File: config.mk
export PLATFORM = sky130hd
export DESIGN_NAME = route_sequencer
export DESIGN_NICKNAME = d
export VERILOG_FILES = /design/src/rtl/drive_pkg.sv /design/src/rtl/route_mem.sv /design/src/rtl/route_sequencer.sv
export SDC_FILE = /design/constraint.sdc
export NUM_CORES = 1
export LEC_CHECK = 0
export BUFFER_PORTS_ARGS = -buffer_cell sky130_fd_sc_hd__buf_2
export CELL_PAD_IN_SITES_DETAIL_PLACEMENT = 1
export CELL_PAD_IN_SITES_GLOBAL_PLACEMENT = 2
export CORE_MARGIN = 3
export CORE_UTILIZATION = 36
export DETAILED_ROUTE_END_ITERATION = 7
export PLACE_DENSITY_LB_ADDON = 0.08
export SYNTH_ARGS = -nofsm -noshare
export SYNTH_HDL_FRONTEND = slang
export SYNTH_SLANG_ARGS = --single-unit
File: constraint.sdc
create_clock -name clk_20ms -period 2.4 [get_ports clk_20ms]
set_input_delay 0.12 -clock clk_20ms [delete_from_list [all_inputs] [get_ports clk_20ms]]
set_output_delay 0.12 -clock clk_20ms [all_outputs]
set_load 0.1 [all_outputs]
File: src/rtl/drive_pkg.sv
// Shared driving-FSM encodings: car states, route command codes and one-hot motion strobes.
package drive_pkg;

    localparam logic [1:0] S_WAIT = 2'b00;
    localparam logic [1:0] S_FWD  = 2'b01;
    localparam logic [1:0] S_TURN = 2'b10;
    localparam logic [1:0] S_COOL = 2'b11;

    localparam logic [1:0] CMD_STRAIGHT = 2'b00;
    localparam logic [1:0] CMD_LEFT     = 2'b01;
    localparam logic [1:0] CMD_RIGHT    = 2'b10;
    localparam logic [1:0] CMD_UTURN    = 2'b11;

    // motion vector order is {straight, back, left, right}
    localparam logic [3:0] MOT_NONE     = 4'b0000;
    localparam logic [3:0] MOT_STRAIGHT = 4'b1000;
    localparam logic [3:0] MOT_BACK     = 4'b0100;
    localparam logic [3:0] MOT_LEFT     = 4'b0010;
    localparam logic [3:0] MOT_RIGHT    = 4'b0001;

    typedef enum logic [2:0] {
        ST_IDLE,
        ST_ARM,
        ST_ISSUE,
        ST_GAP,
        ST_DONE,
        ST_FAULT
    } route_state_t;

    function automatic logic [3:0] cmd_to_motion(input logic [1:0] cmd);
        logic [3:0] mot;
        mot = MOT_NONE;
        case (cmd)
            CMD_STRAIGHT: mot = MOT_STRAIGHT;
            CMD_LEFT:     mot = MOT_LEFT;
            CMD_RIGHT:    mot = MOT_RIGHT;
            CMD_UTURN:    mot = MOT_BACK;
            default:      mot = MOT_NONE;
        endcase
        return mot;
    endfunction

    // left and right together cancel unless a higher-priority button is pressed
    function automatic logic [3:0] manual_motion(input logic s, input logic b,
                                                 input logic l, input logic r);
        logic [3:0] mot;
        mot = MOT_NONE;
        if (s)           mot = MOT_STRAIGHT;
        else if (b)      mot = MOT_BACK;
        else if (l && r) mot = MOT_NONE;
        else if (l)      mot = MOT_LEFT;
        else if (r)      mot = MOT_RIGHT;
        return mot;
    endfunction

endpackage

File: src/rtl/route_mem.sv
// Route storage: DEPTH x 2-bit command register file, synchronous write, asynchronous read.
module route_mem #(
    parameter int DEPTH = 8,
    parameter int AW    = $clog2(DEPTH)
) (
    input  logic          clk_20ms,
    input  logic          rst,
    input  logic          we,
    input  logic [AW-1:0] waddr,
    input  logic [1:0]    wdata,
    input  logic [AW-1:0] raddr,
    output logic [1:0]    rdata
);

    logic [1:0] mem [DEPTH];

    always_ff @(posedge clk_20ms) begin
        if (rst) begin
            for (int i = 0; i < DEPTH; i++) mem[i] <= 2'b00;
        end else if (we) begin
            mem[waddr] <= wdata;
        end
    end

    assign rdata = mem[raddr];

endmodule

File: src/rtl/route_sequencer.sv
// Route scheduler: replays stored turn commands at each crossroad stop, or arbitrates
// the push-buttons in manual mode. All outputs are registered on clk_20ms.
//
// state | meaning
// IDLE  | programming allowed, manual arbitration when mode=0
// ARM   | waiting for two consecutive S_WAIT samples
// ISSUE | driving command of cur_idx until the car leaves S_WAIT
// GAP   | one idle tick between re-issues
// DONE  | last entry accepted
// FAULT | command never accepted, outputs forced low until enable drops
module route_sequencer
    import drive_pkg::*;
#(
    parameter int DEPTH      = 8,
    parameter int HOLD_TICKS = 10,
    parameter int MAX_RETRY  = 3
) (
    input  logic                     clk_20ms,
    input  logic                     rst,
    input  logic                     enable,
    input  logic                     mode,
    input  logic [1:0]               car_state,
    input  logic                     prog_we,
    input  logic [1:0]               prog_cmd,
    input  logic                     prog_clr,
    input  logic                     btn_straight,
    input  logic                     btn_back,
    input  logic                     btn_left,
    input  logic                     btn_right,
    output logic                     out_straight,
    output logic                     out_back,
    output logic                     out_left,
    output logic                     out_right,
    output logic [$clog2(DEPTH):0]   route_len,
    output logic [$clog2(DEPTH)-1:0] cur_idx,
    output logic                     route_done,
    output logic                     fault
);

    localparam int AW = $clog2(DEPTH);
    localparam int HW = $clog2(HOLD_TICKS) + 1;
    localparam int RW = $clog2(MAX_RETRY + 1);

    localparam logic [AW:0]   LEN_FULL  = (AW+1)'(DEPTH);
    localparam logic [AW:0]   LEN_ONE   = (AW+1)'(1);
    localparam logic [HW-1:0] HOLD_LAST = HW'(HOLD_TICKS - 1);
    localparam logic [RW-1:0] RETRY_MAX = RW'(MAX_RETRY);

    route_state_t  state_q, state_d;
    logic          wait_q, wait_d;
    logic [HW-1:0] hold_q, hold_d;
    logic [RW-1:0] retry_q, retry_d;
    logic [AW-1:0] idx_q, idx_d;
    logic [AW:0]   len_q, len_d;
    logic [3:0]    mot_q, mot_d;
    logic          done_q, fault_q;
    logic          mem_we;
    logic [1:0]    cur_cmd;
    logic          last_entry;

    route_mem #(.DEPTH(DEPTH), .AW(AW)) u_mem (
        .clk_20ms (clk_20ms),
        .rst      (rst),
        .we       (mem_we),
        .waddr    (len_q[AW-1:0]),
        .wdata    (prog_cmd),
        .raddr    (idx_q),
        .rdata    (cur_cmd)
    );

    assign last_entry = ({1'b0, idx_q} == (len_q - LEN_ONE));

    always_ff @(posedge clk_20ms) begin
        if (rst) begin
            state_q <= ST_IDLE;
            wait_q  <= 1'b0;
            hold_q  <= '0;
            retry_q <= '0;
            idx_q   <= '0;
            len_q   <= '0;
            mot_q   <= MOT_NONE;
            done_q  <= 1'b0;
            fault_q <= 1'b0;
        end else begin
            state_q <= state_d;
            wait_q  <= wait_d;
            hold_q  <= hold_d;
            retry_q <= retry_d;
            idx_q   <= idx_d;
            len_q   <= len_d;
            mot_q   <= mot_d;
            done_q  <= (state_d == ST_DONE);
            fault_q <= (state_d == ST_FAULT);
        end
    end

    always_comb begin
        state_d = state_q;
        wait_d  = 1'b0;
        hold_d  = hold_q;
        retry_d = retry_q;
        idx_d   = idx_q;
        len_d   = len_q;
        mot_d   = MOT_NONE;
        mem_we  = 1'b0;

        // route edits: clear beats append when both arrive together
        if ((state_q == ST_IDLE || state_q == ST_DONE) && prog_clr) begin
            len_d = '0;
            idx_d = '0;
        end else if (state_q == ST_IDLE && prog_we && len_q != LEN_FULL) begin
            mem_we = 1'b1;
            len_d  = len_q + LEN_ONE;
        end

        if (enable && !mode && state_q != ST_FAULT)
            mot_d = manual_motion(btn_straight, btn_back, btn_left, btn_right);

        if (!enable) begin
            state_d = ST_IDLE;
            idx_d   = '0;
        end else begin
            case (state_q)
                ST_IDLE: begin
                    idx_d   = '0;
                    retry_d = '0;
                    if (mode && len_q != '0 && !prog_clr) state_d = ST_ARM;
                end
                ST_ARM: begin
                    if (!mode) begin
                        state_d = ST_IDLE;
                        idx_d   = '0;
                    end else begin
                        wait_d = (car_state == S_WAIT);
                        if (car_state == S_WAIT && wait_q) begin
                            state_d = ST_ISSUE;
                            hold_d  = '0;
                        end
                    end
                end
                ST_ISSUE: begin
                    if (!mode) begin
                        state_d = ST_IDLE;
                        idx_d   = '0;
                    end else if (car_state != S_WAIT) begin
                        retry_d = '0;
                        if (last_entry) begin
                            state_d = ST_DONE;
                        end else begin
                            idx_d   = idx_q + AW'(1);
                            state_d = ST_ARM;
                        end
                    end else begin
                        mot_d = cmd_to_motion(cur_cmd);
                        if (hold_q == HOLD_LAST) begin
                            state_d = ST_GAP;
                            retry_d = retry_q + RW'(1);
                        end else begin
                            hold_d = hold_q + HW'(1);
                        end
                    end
                end
                ST_GAP: begin
                    if (!mode) begin
                        state_d = ST_IDLE;
                        idx_d   = '0;
                    end else if (retry_q == RETRY_MAX) begin
                        state_d = ST_FAULT;
                    end else begin
                        state_d = ST_ISSUE;
                        hold_d  = '0;
                    end
                end
                ST_DONE: begin
                    if (prog_clr || !mode) begin
                        state_d = ST_IDLE;
                        idx_d   = '0;
                    end
                end
                ST_FAULT: state_d = ST_FAULT;
                default:  state_d = ST_IDLE;
            endcase
        end
    end

    assign {out_straight, out_back, out_left, out_right} = mot_q;
    assign route_len  = len_q;
    assign cur_idx    = idx_q;
    assign route_done = done_q;
    assign fault      = fault_q;

endmodule
==> Yosys cells after proc, flatten, opt, wreduce, memory -nomap -nowiden <==
Memories as Yosys holds them, arrays and structs flattened. A register that Yosys moved wholly into a read port is not among the register bits.
Cells that the tools add are included.
{ "classes": {"bitwise": 3, "reduce_logical": 27, "n_eq_ne": 23, "add_sub_neg": 5, "muxes": 53} }
{ "op_table": {"columns": ["cell", "count"], "rows": [
  ["$mux W3", 20],
  ["$mux W5", 7],
  ["$mux W4", 6],
  ["$pmux W3 S6", 1],
  ["$pmux W4 S4", 1],
  ["$pmux W5 S3", 1],
  ["$ne A2 B2 Y1 const B", 7],
  ["$eq A3 B3 Y1 const B", 4],
  ["$mux W2", 6],
  ["$pmux W3 S4", 1],
  ["$logic_and A1 B1 Y1", 9],
  ["$mux W1", 9],
  ["$reduce_and A9 Y1", 1],
  ["$reduce_or A2 Y1", 4],
  ["$eq A2 B2 Y1 const B", 3],
  ["$eq A3 B2 Y1 const B", 2],
  ["$ne A3 B3 Y1 const B", 2],
  ["$add A5 B1 Y5 const B", 1],
  ["$eq A5 B4 Y1 const B", 1],
  ["$add A4 B1 Y4 const B", 1],
  ["$eq A3 B4 Y1", 1],
  ["$logic_not A2 Y1", 2],
  ["$ne A4 B4 Y1 const B", 1],
  ["$pmux W2 S2", 1],
  ["14 further kinds", 19]
]} }
{ "totals": {"out_inout_bits": 13, "in_bits": 14, "register_bits": 24, "elab_cells": 121, "ram_bits": 16, "mem_count": 1} }
{ "mem_list": {"columns": ["memory", "depth", "width", "read_ports", "rd_ports_with_merged_regs", "wr", "line", "text"], "rows": [
  ["u_mem.mem", 8, 2, 1, 1, 8, "route_mem.sv:15", "logic [1:0] mem [DEPTH];"]
]} }

==> Logic depth before layout (Yosys ltp) <==
Gate-level depths: netlist of run 1.
{ "logic_depth": {"ltp_word": 10, "mapped_depth": 8} }

==> By module <==
Synthesis of run 1 repeated with hierarchy kept, for this count alone.
{ "unflattened": {"cells_unflattened": 236, "area_unflattened_um2": 2244.7} }
{ "modules_own_cells": {"columns": ["module", "instances", "seq_area_each_um2", "cells_per_inst", "area_per_inst_um2"], "rows": [
  ["route_sequencer", 1, 480.5, 178, 1448.9],
  ["route_mem", 1, 480.5, 58, 795.8]
]} }

==> Worst setup path after synthesis of run 1 <==
Ideal clock, no wire load.
{ "synth_timing": {"path_type": "reg-to-reg", "from": "reg len_q[0], in the netlist route_len[0]", "to": "reg idx_q[2], in the netlist cur_idx[2]", "t_required_ps": 2274, "setup_ps": 126, "setup_slack_ps": -328, "t_arrival_ps": 2602, "stages_incl_launch_ff": 9, "cell_sequence": "dfxtp_1 buf_2 inv_1 ha_1 xor2_1 and3b_1 o311a_1 nor3_2 o21ai_0"} }
{ "synth_via": {"elab_chain_cells": 6} }
{ "synth_lines": {"columns": ["item", "line", "text"], "rows": [
  ["start: declaration", "route_sequencer.sv:54", "logic [AW:0] len_q, len_d;"],
  ["start signal: assignment", "route_sequencer.sv:90", "len_q <= len_d;"],
  ["$sub A4 B1 Y4", "route_sequencer.sv:71", "assign last_entry = ({1'b0, idx_q} == (len_q - LEN_ONE));"],
  ["$eq A3 B4 Y1", "route_sequencer.sv:71", null],
  ["$mux W3", "route_sequencer.sv:147", "if (last_entry) begin"],
  ["$mux W3", "route_sequencer.sv:145", "end else if (car_state != S_WAIT) begin"],
  ["$mux W3", "route_sequencer.sv:142", "if (!mode) begin"],
  ["$pmux W3 S4", "route_sequencer.sv:123", "case (state_q)"],
  ["end signal: assignment", "route_sequencer.sv:89", "idx_q <= idx_d;"],
  ["end: declaration", "route_sequencer.sv:53", "logic [AW-1:0] idx_q, idx_d;"]
]} }
No other way between the ends.
A chain may end at the register's enable or synchronous reset.

==> Final worst setup path of run 1 <==
{ "layout_timing": {"from": "reg len_q[0], in the netlist route_len[0]", "to": "reg state_q[0]"} }
{ "layout_via": {"elab_chain_cells": 7, "elab_cells_between_ends": 11, "classes_between": "1 x add/sub; 1 x eq/ne; 6 x mux; 3 x reduce/logical"} }
{ "layout_lines": {"columns": ["item", "line", "text"], "rows": [
  ["$sub A4 B1 Y4", "route_sequencer.sv:71", null],
  ["$eq A3 B4 Y1", "route_sequencer.sv:71", null],
  ["$mux W3", "route_sequencer.sv:147", null],
  ["$mux W3", "route_sequencer.sv:145", null],
  ["$mux W3", "route_sequencer.sv:142", null],
  ["$pmux W3 S6 (*)", "route_sequencer.sv:123", null],
  ["$mux W3 (*)", "route_sequencer.sv:119", "if (!enable) begin"],
  ["end signal: assignment", "route_sequencer.sv:85", "state_q <= state_d;"],
  ["end: declaration", "route_sequencer.sv:49", "route_state_t state_q, state_d;"]
]} }
Mark *: on every way between the ends. The rest lies on a longest branch, timed or not.

==> impl_metrics.csv, run 1 <==
group,metric,value,unit
status,status,"completed",
die,core_area,5990,um^2
power_and_ir_drop,p_leak,0.960,nW
finish,layout_commonest_cell,"nor2_1",
die,die_w,85.0,um
timing,min_period_over_period,87.3,%
timing,fin_skew,0.00518,ns
synth,synth_fp_nets,260,
timing,totalNegativeSetupSlack,0,ns
placement,place.port_buffers,26,
grt,grt_pass1_vias,1852,
finish,multi_input_area,1200,um^2
timing,fmax,477,MHz
synth,yosysWarnings,0,
timing,setup_viol,0,
finish,register_area,963,um^2
timing,fin_crit,2.09,ns
finish,nets,287,
synth,ys.flop_type,"dfxtp_1",
power_and_ir_drop,power_density,544,nW/um^2
drt,finalWirelength,5760,um
finish,antenna_cells,0,
worst_setup_path,path_max_fanout,11,
timing,worst_pin_slew,0.634,ns
synth,synthTopCellsByArea,"dfxtp_1 21%, edfxtp_1 21%, nor2_1 5.3%, mux4_2 4.0%, ha_1 3.9%",
drt,drc_errors,0,
clock_network,cts_tree,"built",
drt,firstDrtPassIters,4,
die,num_rows,28,
grt,grt_usage,17.1,%
clock_network,cts_num_sinks,40,
finish,fin_area,2570,um^2
placement,dp.final_hpwl,4370,um
synth,ys_ff_latch,40,
power_and_ir_drop,peakVddDrop,0.000256,V
finish,layout_common_cells,"32 x nor2_1, 26 x buf_2, 22 x dfxtp_1, 20 x nand2_1, 16 x edfxtp_1",
clock_network,cts_made_buffers,5,
finish,drive_above_1_share,21.7,%
drt,drt-wirelength-per-cell,16.8,um
clock_network,clk_pin_slew,0.08,ns
clock_network,post_cts_resized,0,
synth,syn_inst,239,
synth,synth_area_leader_cell,"dfxtp_1",
job,maxCapViolCount,0,
timing,hold_viol_final,0,
grt,grt_pass1_wl,9790,um
worst_setup_path,required,2.57,ns
worst_setup_path,ff2ff_path_depth,7,
grt,antenna_found_initial,0,
grt,grt_max_degree,22,
clock_network,cts_setup_buffers,0,
synth,synth.avg_cell_area,9.41,um^2
clock_network,ctsRootBufferMaster,"clkbuf_8",
synth,synthArstFlopShare,0,%
die,die_y,85.0,um
worst_setup_path,critical_path_class,"reg2reg",
worst_setup_path,start_kind,"register",
clock_network,clock_latency,0.30,ns
placement,place.gp.congestion,0.710,
timing,rsz0062_at_grt,"false",
die,start_util,37.5,%
clock_network,cts_hold_buf,0,
drt,drt_iter0_markers,118,
synth,netlist_area,2250,um^2
finish,syn_to_final_growth,14.5,%
clock_network,clockBufferDepth,2,
synth,synth_edf_count,16,
timing,maxSlewHeadroom,57.3,%
clock_network,cts_max_level,2,
grt,overflow,0,
power_and_ir_drop,design_power_total,1.40,mW
timing,drv_slew,0,
drt,antenna_left,0,
synth,synthDistinctLibCells,54,
die,die_area,7230,um^2
min_path,whs_path_depth,2,
die,io_pins,27,
min_path,hold_class,"in2reg",
drt,vias,1825,
finish,num-fill-cells,692,
worst_setup_path,worstPathArrival,2.27,ns
placement,dpl-instance-area,2460,um^2
synth,ys_seq_area_share,42.7,%
synth,synth.top_cell.area_share,21.4,%
worst_setup_path,cp-end-kind,"register",
drt,vias_per_cell,5.34,
-- registers in the layout, summed over array words and instances (netlist names) --
signal      cells
u_mem.mem      16
hold_q          5
mot_q           4
route_len       4
cur_idx         3
state_q         3
retry_q         2
fault           1
route_done      1
wait_q          1
-- cell families (layout without fill, tap and decap cells) --
| kind of cell | Yosys count | after routing | share of synthesized area, % |
|---|---|---|---|
| XOR/XNOR | 6 | 6 | 2.34 |
| flip-flops | 40 | 40 | 42.7 |
| adder cells (fa/ha/maj) | 7 | 7 | 3.90 |
| AND/OR/NAND/NOR | 110 | 110 | 27.0 |
| buffers and inverters | 22 | 50 | 4.06 |
| multiplexers | 6 | 6 | 4.90 |
| AO/OA/AOI/OAI | 48 | 48 | 15.0 |
-- critical path: stages, from the launching register on --
cell      delay (ns)
dfxtp_2         0.45
inv_1           0.13
ha_1            0.23
xor2_1          0.18
nor4_1          0.51
o31ai_4         0.17
o211ai_1        0.19
o21ai_0         0.11
-- per-stage QoR --
stage                     utilization, %  setup WS, ns  cells  hold slack, ns
after floorplan                        -        0.0180    239           0.246
after global placement              41.1         0.440    334           0.352
after detailed placement            41.1         0.339    334           0.361
after CTS                           43.0         0.301    342          0.0441
after global routing                43.0         0.119    342          0.0539
final                               43.0         0.306    342          0.0563
-- area by class of cell --
cell class / instances / area share (%)
multi-input combinational: 177 / 46.5
sequential: 40 / 37.4
timing repair buffer: 31 / 6.51
tap: 75 / 3.65
clock buffer: 5 / 2.67
clock inverter: 3 / 1.65
inverter: 11 / 1.60
-- where the power goes --
part	internal (mW)	switching, mW
Combinational	0.0413	0.0786
Clock	0.308	0.246
Sequential	0.718	0.00797
-- path summary, 6_finish.rpt --
path | start | end | slack [ns]
min | btn_back | mot_q[2] | 0.06
max | route_len[0] | state_q[0] | 0.31
max reg2reg | route_len[0] | state_q[0] | 0.31
min reg2reg | retry_q[1] | retry_q[1] | 0.49
-- Yosys cell counts, types with 4 or more instances --
library cell and count:
nor3_1 9, nor2_1 32, inv_1 10, clkbuf_1 5
a21oi_1 8, o21ai_0 15, nor2b_1 5, o21bai_1 4
nand2b_1 8, ha_1 7, dfxtp_1 24, edfxtp_1 16
mux4_2 4, nand2_1 20, a21o_1 4, xnor2_1 4
nand3_1 7
-- layer usage --
metal / global-route usage [%] / vias to the layer above / wire length (um)
li1: - / 912 / -
met1: 26.0 / 880 / 3020
met2: 24.6 / 26 / 2490
met3: 3.20 / 7 / 178
met4: 5.18 / 0 / 73
met5: 0 / - / 0
Power figures use the tool's default switching activity.
==> inputs of run 2 (changes only) <==
BUFFER_PORTS_ARGS = default   (was -buffer_cell sky130_fd_sc_hd__buf_2)
CORE_UTILIZATION = 39   (was 36)
DONT_BUFFER_PORTS = 1   (was default)
==> run 2 against run 1 <==
- clock power down 12%
- utilization grew 2.1 points
- final cell count decreased by 6.1%
- final area is 2.9% lower
- first-iteration DRC count decreased by 53%
- sequential power grew 0.7%
- routed wire length is 1.4% higher
- flip-flop and latch count did not move
- via count fell by 0.49%
- count of clock-buffer cells in the layout is 1 higher
- fmax grew 5.3%
- clock skew fell by 0.0011 ns
- highest routed layer unchanged
==> impl_metrics.csv, run 2 (synthesis gave the netlist of run 1 again) <==
group,metric,value,unit
drt,finalWirelength,5840,um
placement,dp.final_hpwl,4420,um
grt,grt_usage,18.5,%
clock_network,cts_max_level,2,
placement,place.port_buffers,0,
finish,register_area,963,um^2
timing,hold_viol_final,0,
status,status,"completed",
drt,vias_per_cell,5.66,
finish,fin_area,2500,um^2
timing,rsz0062_at_grt,"false",
placement,dpl-instance-area,2350,um^2
finish,antenna_cells,0,
grt,grt_pass1_wl,9450,um
clock_network,cts_num_sinks,40,
clock_network,clockBufferDepth,2,
timing,min_period_over_period,82.9,%
clock_network,clock_latency,0.29,ns
finish,syn_to_final_growth,11.1,%
clock_network,cts_tree,"built",
die,die_area,6710,um^2
timing,fmax,503,MHz
die,num_rows,27,
drt,drt_iter0_markers,56,
finish,nets,269,
die,die_y,81.9,um
power_and_ir_drop,peakVddDrop,0.000232,V
finish,regMostFlops,"u_mem.mem",
clock_network,cts_made_buffers,5,
clock_network,clk_pin_slew,0.08,ns
die,die_w,81.9,um
placement,pre_cts_slack,0.416,ns
timing,maxSlewHeadroom,37.0,%
placement,dp_cells,308,
drt,firstDrtPassIters,4,
worst_setup_path,path_max_fanout,15,
timing,fin_crit,1.99,ns
power_and_ir_drop,power_density,527,nW/um^2
worst_setup_path,critical_path_class,"reg2reg",
die,io_pins,27,
worst_setup_path,start_kind,"register",
drt,vias,1816,
finish,drive_above_1_share,14.1,%
timing,drv_slew,0,
worst_setup_path,required,2.41,ns
grt,overflow,0,
finish,final_cells,321,
power_and_ir_drop,p_leak,0.865,nW
die,start_util,40.6,%
clock_network,cts_setup_buffers,0,
drt,antenna_left,0,
grt,grt_pass1_vias,1852,
clock_network,post_cts_resized,0,
job,maxCapViolCount,0,
finish,largestRegisters,"u_mem.mem: 16 flops, hold_q: 5 flops",
worst_setup_path,worstPathArrival,2.00,ns
grt,antenna_found_initial,0,
drt,drc_errors,0,
drt,drt-wirelength-per-cell,18.2,um
finish,num-fill-cells,647,
die,core_area,5540,um^2
min_path,hold_class,"in2reg",
timing,totalNegativeSetupSlack,0,ns
placement,place.gp.congestion,0.823,
worst_setup_path,cp-end-kind,"register",
finish,layout_commonest_cell,"nor2_1",
grt,grt_max_degree,18,
timing,fin_ws,0.410,ns
finish,final_util,45.1,%
clock_network,cts_hold_buf,5,
finish,multi_input_area,1200,um^2
timing,worst_pin_slew,0.944,ns
clock_network,ctsRootBufferMaster,"clkbuf_8",
finish,layout_common_cells,"32 x nor2_1, 22 x dfxtp_1, 20 x nand2_1, 16 x edfxtp_1, 15 x o21ai_0",
timing,fin_skew,0.00404,ns
finish,largest_reg_flops,16,
timing,setup_viol,0,
-- run 2: changes by cell type in the layout (fill, tap and decap cells not counted) --
cell / delta
bufinv_16: -1
buf_4: +3
dlygate4sd3_1: +5
buf_2: -26
clkinv_2: -1
clkbuf_8: +1
clkinvlp_4: +1
-- run 2: worst paths after layout --
kind | slack (ns) | end | depth (start not counted) | start
setup / recovery | 0.41 | u_mem.mem[3][1] | 4 | state_q[0]
setup reg to reg | 0.41 | u_mem.mem[3][1] | 4 | state_q[0]
hold / removal | 0.01 | hold_q[1] | 2 | rst
hold reg to reg | 0.49 | retry_q[1] | 2 | retry_q[1]
-- run 2: per-stage QoR --
step / hold slack, ns / total power [mW]
3_5_place_dp: 0.195 / 0.835
2_1_floorplan: 0.246 / 0.819
4_1_cts: 0.00815 / 1.33
6_report: 0.0134 / 1.32
3_3_place_gp: 0.191 / 0.832
5_1_grt: 0.0154 / 1.37
-- run 2: metal layers --
layer  up-vias  GRT usage [%]  routed length, um
met5         -              0                  0
met4         0           6.31                114
met3        10           4.17                275
met2        47           29.2               2590
met1       883           24.9               2860
li1        876              -                  -
-- run 2: power by group --
group	leakage [nW]	switching (mW)	total (mW)	internal [mW]
sequential	0.360	0.0130	0.731	0.718
combinational	0.462	0.0605	0.0970	0.0365
clock	0.0434	0.255	0.488	0.233
total	0.865	0.329	1.32	0.987
-- run 2: area by class of cell --
| class | instances | share of cell area [%] |
|---|---|---|
| inverters | 11 | 1.65 |
| multi-input cells | 177 | 47.9 |
| clock inverters | 2 | 0.601 |
| flip-flops and latches | 40 | 38.6 |
| clock buffers | 6 | 3.30 |
| repair buffers | 13 | 4.41 |
| well taps | 72 | 3.61 |
-- run 2: critical path, cell delays in order (launching register included) --
cell	delay [ns]
dfxtp_1	0.46
nor3_1	0.44
nand2_1	0.15
nor4b_4	0.41
a31o_2	0.24
==> inputs of run 3 (changes only) <==
ABC_AREA = 1   (was default)
CORE_UTILIZATION = 32   (was 39)
clock period = 1.8 ns   (was 2.4 ns; I/O delays follow)
==> run 3 against run 2 <==
- power increased by 48%
- fmax increased by 19%
- utilization decreased by 3.5 points
- routed wire length increased by 14%
- critical path depth increased by 5
- non-clock buffer count increased by 15
- critical path type unchanged
- sequential share of layout area decreased by 4.6 points
- final cell count increased by 41%
- setup slack got worse by 0.29 ns
==> impl_metrics.csv, run 3 <==
group,metric,value,unit
drt,firstDrtPassIters,6,
finish,largestRegisters,"u_mem.mem: 16 flops, hold_q: 5 flops",
clock_network,cts_made_buffers,5,
synth,synthTopCellsByArea,"dfxtp_1 21%, edfxtp_1 21%, nand2_1 12%, nor2_1 8.7%, inv_1 5.3%",
synth,ys_seq_area_share,41.3,%
worst_setup_path,cpLargestDelayFamily,"simple AND/OR/NAND/NOR gates",
timing,worst_pin_slew,0.382,ns
finish,layout_common_cells,"74 x nand2_1, 54 x nor2_1, 30 x inv_1, 20 x nand3_1, 19 x o21ai_0",
synth,netlist_area,2330,um^2
power_and_ir_drop,peakVddDrop,0.000315,V
timing,hold_viol_final,0,
power_and_ir_drop,p_leak,1.23,nW
worst_setup_path,reg2reg_slack,0.12,ns
drt,vias,2129,
finish,layout_commonest_cell,"nand2_1",
timing,fmax,596,MHz
synth,synth_commonest_cells,"75 x nand2_1, 54 x nor2_1, 33 x inv_1, 24 x dfxtp_1, 21 x nand3_1",
grt,overflow,0,
clock_network,clock_latency,0.31,ns
clock_network,cts_num_sinks,40,
worst_setup_path,crit_path_frequent_cell,"nand2_2",
worst_setup_path,reg2reg_from,"route_len[1]",
die,die_y,91.3,um
synth,syn_inst,323,
clock_network,cts_tree,"built",
synth,ys.flop_type,"dfxtp_1",
grt,grt_pass1_wl,11000,um
finish,syn_to_final_growth,23.6,%
die,num_rows,30,
worst_setup_path,slowest_stage,"dfxtp_4",
worst_setup_path,crit_buf_inv,2,
timing,fin_skew,0.0128,ns
drt,finalWirelength,6650,um
synth,synthArstFlopShare,0,%
timing,min_period_over_period,93.2,%
synth,yosysWarnings,0,
clock_network,clockBufferDepth,2,
drt,vias_per_cell,4.71,
status,status,"completed",
placement,dp.final_hpwl,5020,um
worst_setup_path,crit_end,"u_mem.mem[6][1]",
timing,setup_viol,0,
worst_setup_path,path_depth,9,
synth,synth_fp_nets,344,
finish,drive_above_1_share,21.6,%
die,core_area,6910,um^2
grt,grt_max_degree,15,
die,die_w,91.3,um
die,start_util,33.7,%
placement,place.port_buffers,0,
power_and_ir_drop,power_density,676,nW/um^2
finish,largest_reg_flops,16,
worst_setup_path,cp-end-kind,"register",
die,die_area,8330,um^2
timing,drv_slew,0,
die,io_pins,27,
finish,final_cells,452,
synth,synth_area_leader_cell,"dfxtp_1",
synth,ys_ff_latch,40,
synth,synth.avg_cell_area,7.20,um^2
clock_network,clk_pin_slew,0.10,ns
worst_setup_path,worstPathArrival,1.70,ns
drt,drt-wirelength-per-cell,14.7,um
synth,synth.top_cell.area_share,20.7,%
clock_network,cts_max_level,2,
finish,regMostFlops,"u_mem.mem",
grt,antenna_found_initial,0,
synth,synth_most_common_cell,"nand2_1",
worst_setup_path,startpoint,"route_len[1]",
power_and_ir_drop,design_power_total,1.94,mW
placement,place.gp.congestion,0.759,
timing,fin_crit,1.68,ns
min_path,hold_class,"in2reg",
grt,grt_pass1_vias,2187,
drt,drc_errors,0,
worst_setup_path,crit_path_cell_trace,"inv_4 -> ha_4 -> inv_2 -> nor3_2 -> nor3_4 -> nand2_2 -> nor2_4 -> nand2_2 -> nand2_1",
clock_network,ctsRootBufferMaster,"clkbuf_8",
worst_setup_path,r2r_end,"u_mem.mem[6][1]",
worst_setup_path,path_max_fanout,4,
synth,synth_edf_count,16,
worst_setup_path,required,1.82,ns
synth,synthDistinctLibCells,27,
finish,nets,376,
timing,totalNegativeSetupSlack,0,ns
worst_setup_path,ff2ff_path_depth,9,
drt,antenna_left,0,
timing,rsz0062_at_grt,"false",
job,maxCapViolCount,0,
worst_setup_path,start_kind,"register",
grt,grt_usage,16.7,%
timing,maxSlewHeadroom,74.5,%
worst_setup_path,cp_slowest_stage_delay,0.37,ns
finish,num-fill-cells,902,
finish,antenna_cells,0,
drt,drt_iter0_markers,53,
worst_setup_path,critical_path_class,"reg2reg",
placement,dp_cells,435,
[run 3: how the worst min path moves through the flow]
stage	startpoint	endpoint	slack [ns]	cells past startpoint
global route	btn_straight	mot_q[1]	0.02	3
CTS	btn_straight	mot_q[1]	0.003	3
finish	btn_straight	mot_q[1]	0.004	3
floorplan	rst	hold_q[2]	0.16	1
detailed placement	rst	hold_q[2]	0.16	1
global placement	rst	hold_q[4]	0.16	1
[run 3: routing by layer]
metal	vias to the layer above	GRT usage [%]	share of wire (%)	routed length [um]
li1	1101	-	-	-
met1	995	22.4	50	3350
met2	27	27.5	46	3070
met3	6	3.31	2.3	152
met4	0	4.15	1.1	72
met5	-	0	0	0
[run 3: cell families after synthesis]
group	after synthesis	synth area share [%]
simple gates	187	37.0
buf+inv	44	7.26
flops	40	41.3
compound gates	39	8.39
fa+ha+maj	7	3.77
xor+xnor	5	1.88
mux	1	0.430
[run 3: worst min-delay path: stages]
cell	delay, ns
nor2_1	0.03
nand3_1	0.08
a21oi_1	0.06
[run 3: report_power, final]
group	leakage [nW]	internal, mW	switching (mW)	total, mW
combinational	0.813	0.0604	0.132	0.192
clock	0.0548	0.418	0.365	0.783
sequential	0.364	0.958	0.00991	0.968
total	1.23	1.44	0.507	1.94
[run 3: final cells by class]
cell class / count / area [um^2] / share of cell area, %
timing repair buffer: 28 / 238 / 8.27
clock buffer: 5 / 68.8 / 2.39
clock inverter: 3 / 46.3 / 1.61
multi-input combinational: 239 / 1260 / 43.9
inverter: 41 / 163 / 5.66
sequential: 40 / 976 / 34.0
tap: 96 / 120 / 4.18
[run 3: timing repair]
| item | in CTS | in global routing |
|---|---|---|
| endpoints found under the hold margin | 17 | 0 |
| setup endpoints to repair | 0 | 9 |
| hold buffers | 8 | 0 |
| buffers inserted | 0 | 1 |
| gates resized for setup | 0 | 12 |
[run 3: stage by stage]
stage,worst slack [ns],utilization (%),hold WS [ns],area (um^2)
after CTS,0.0241,40.7,0.00323,2810
after detailed placement,0.0581,37.9,0.164,2620
final,0.123,41.6,0.00403,2870
after floorplan,-0.0964,-,0.159,2370
after global routing,0.00831,41.6,0.0191,2870
after global placement,0.0545,37.9,0.161,2620
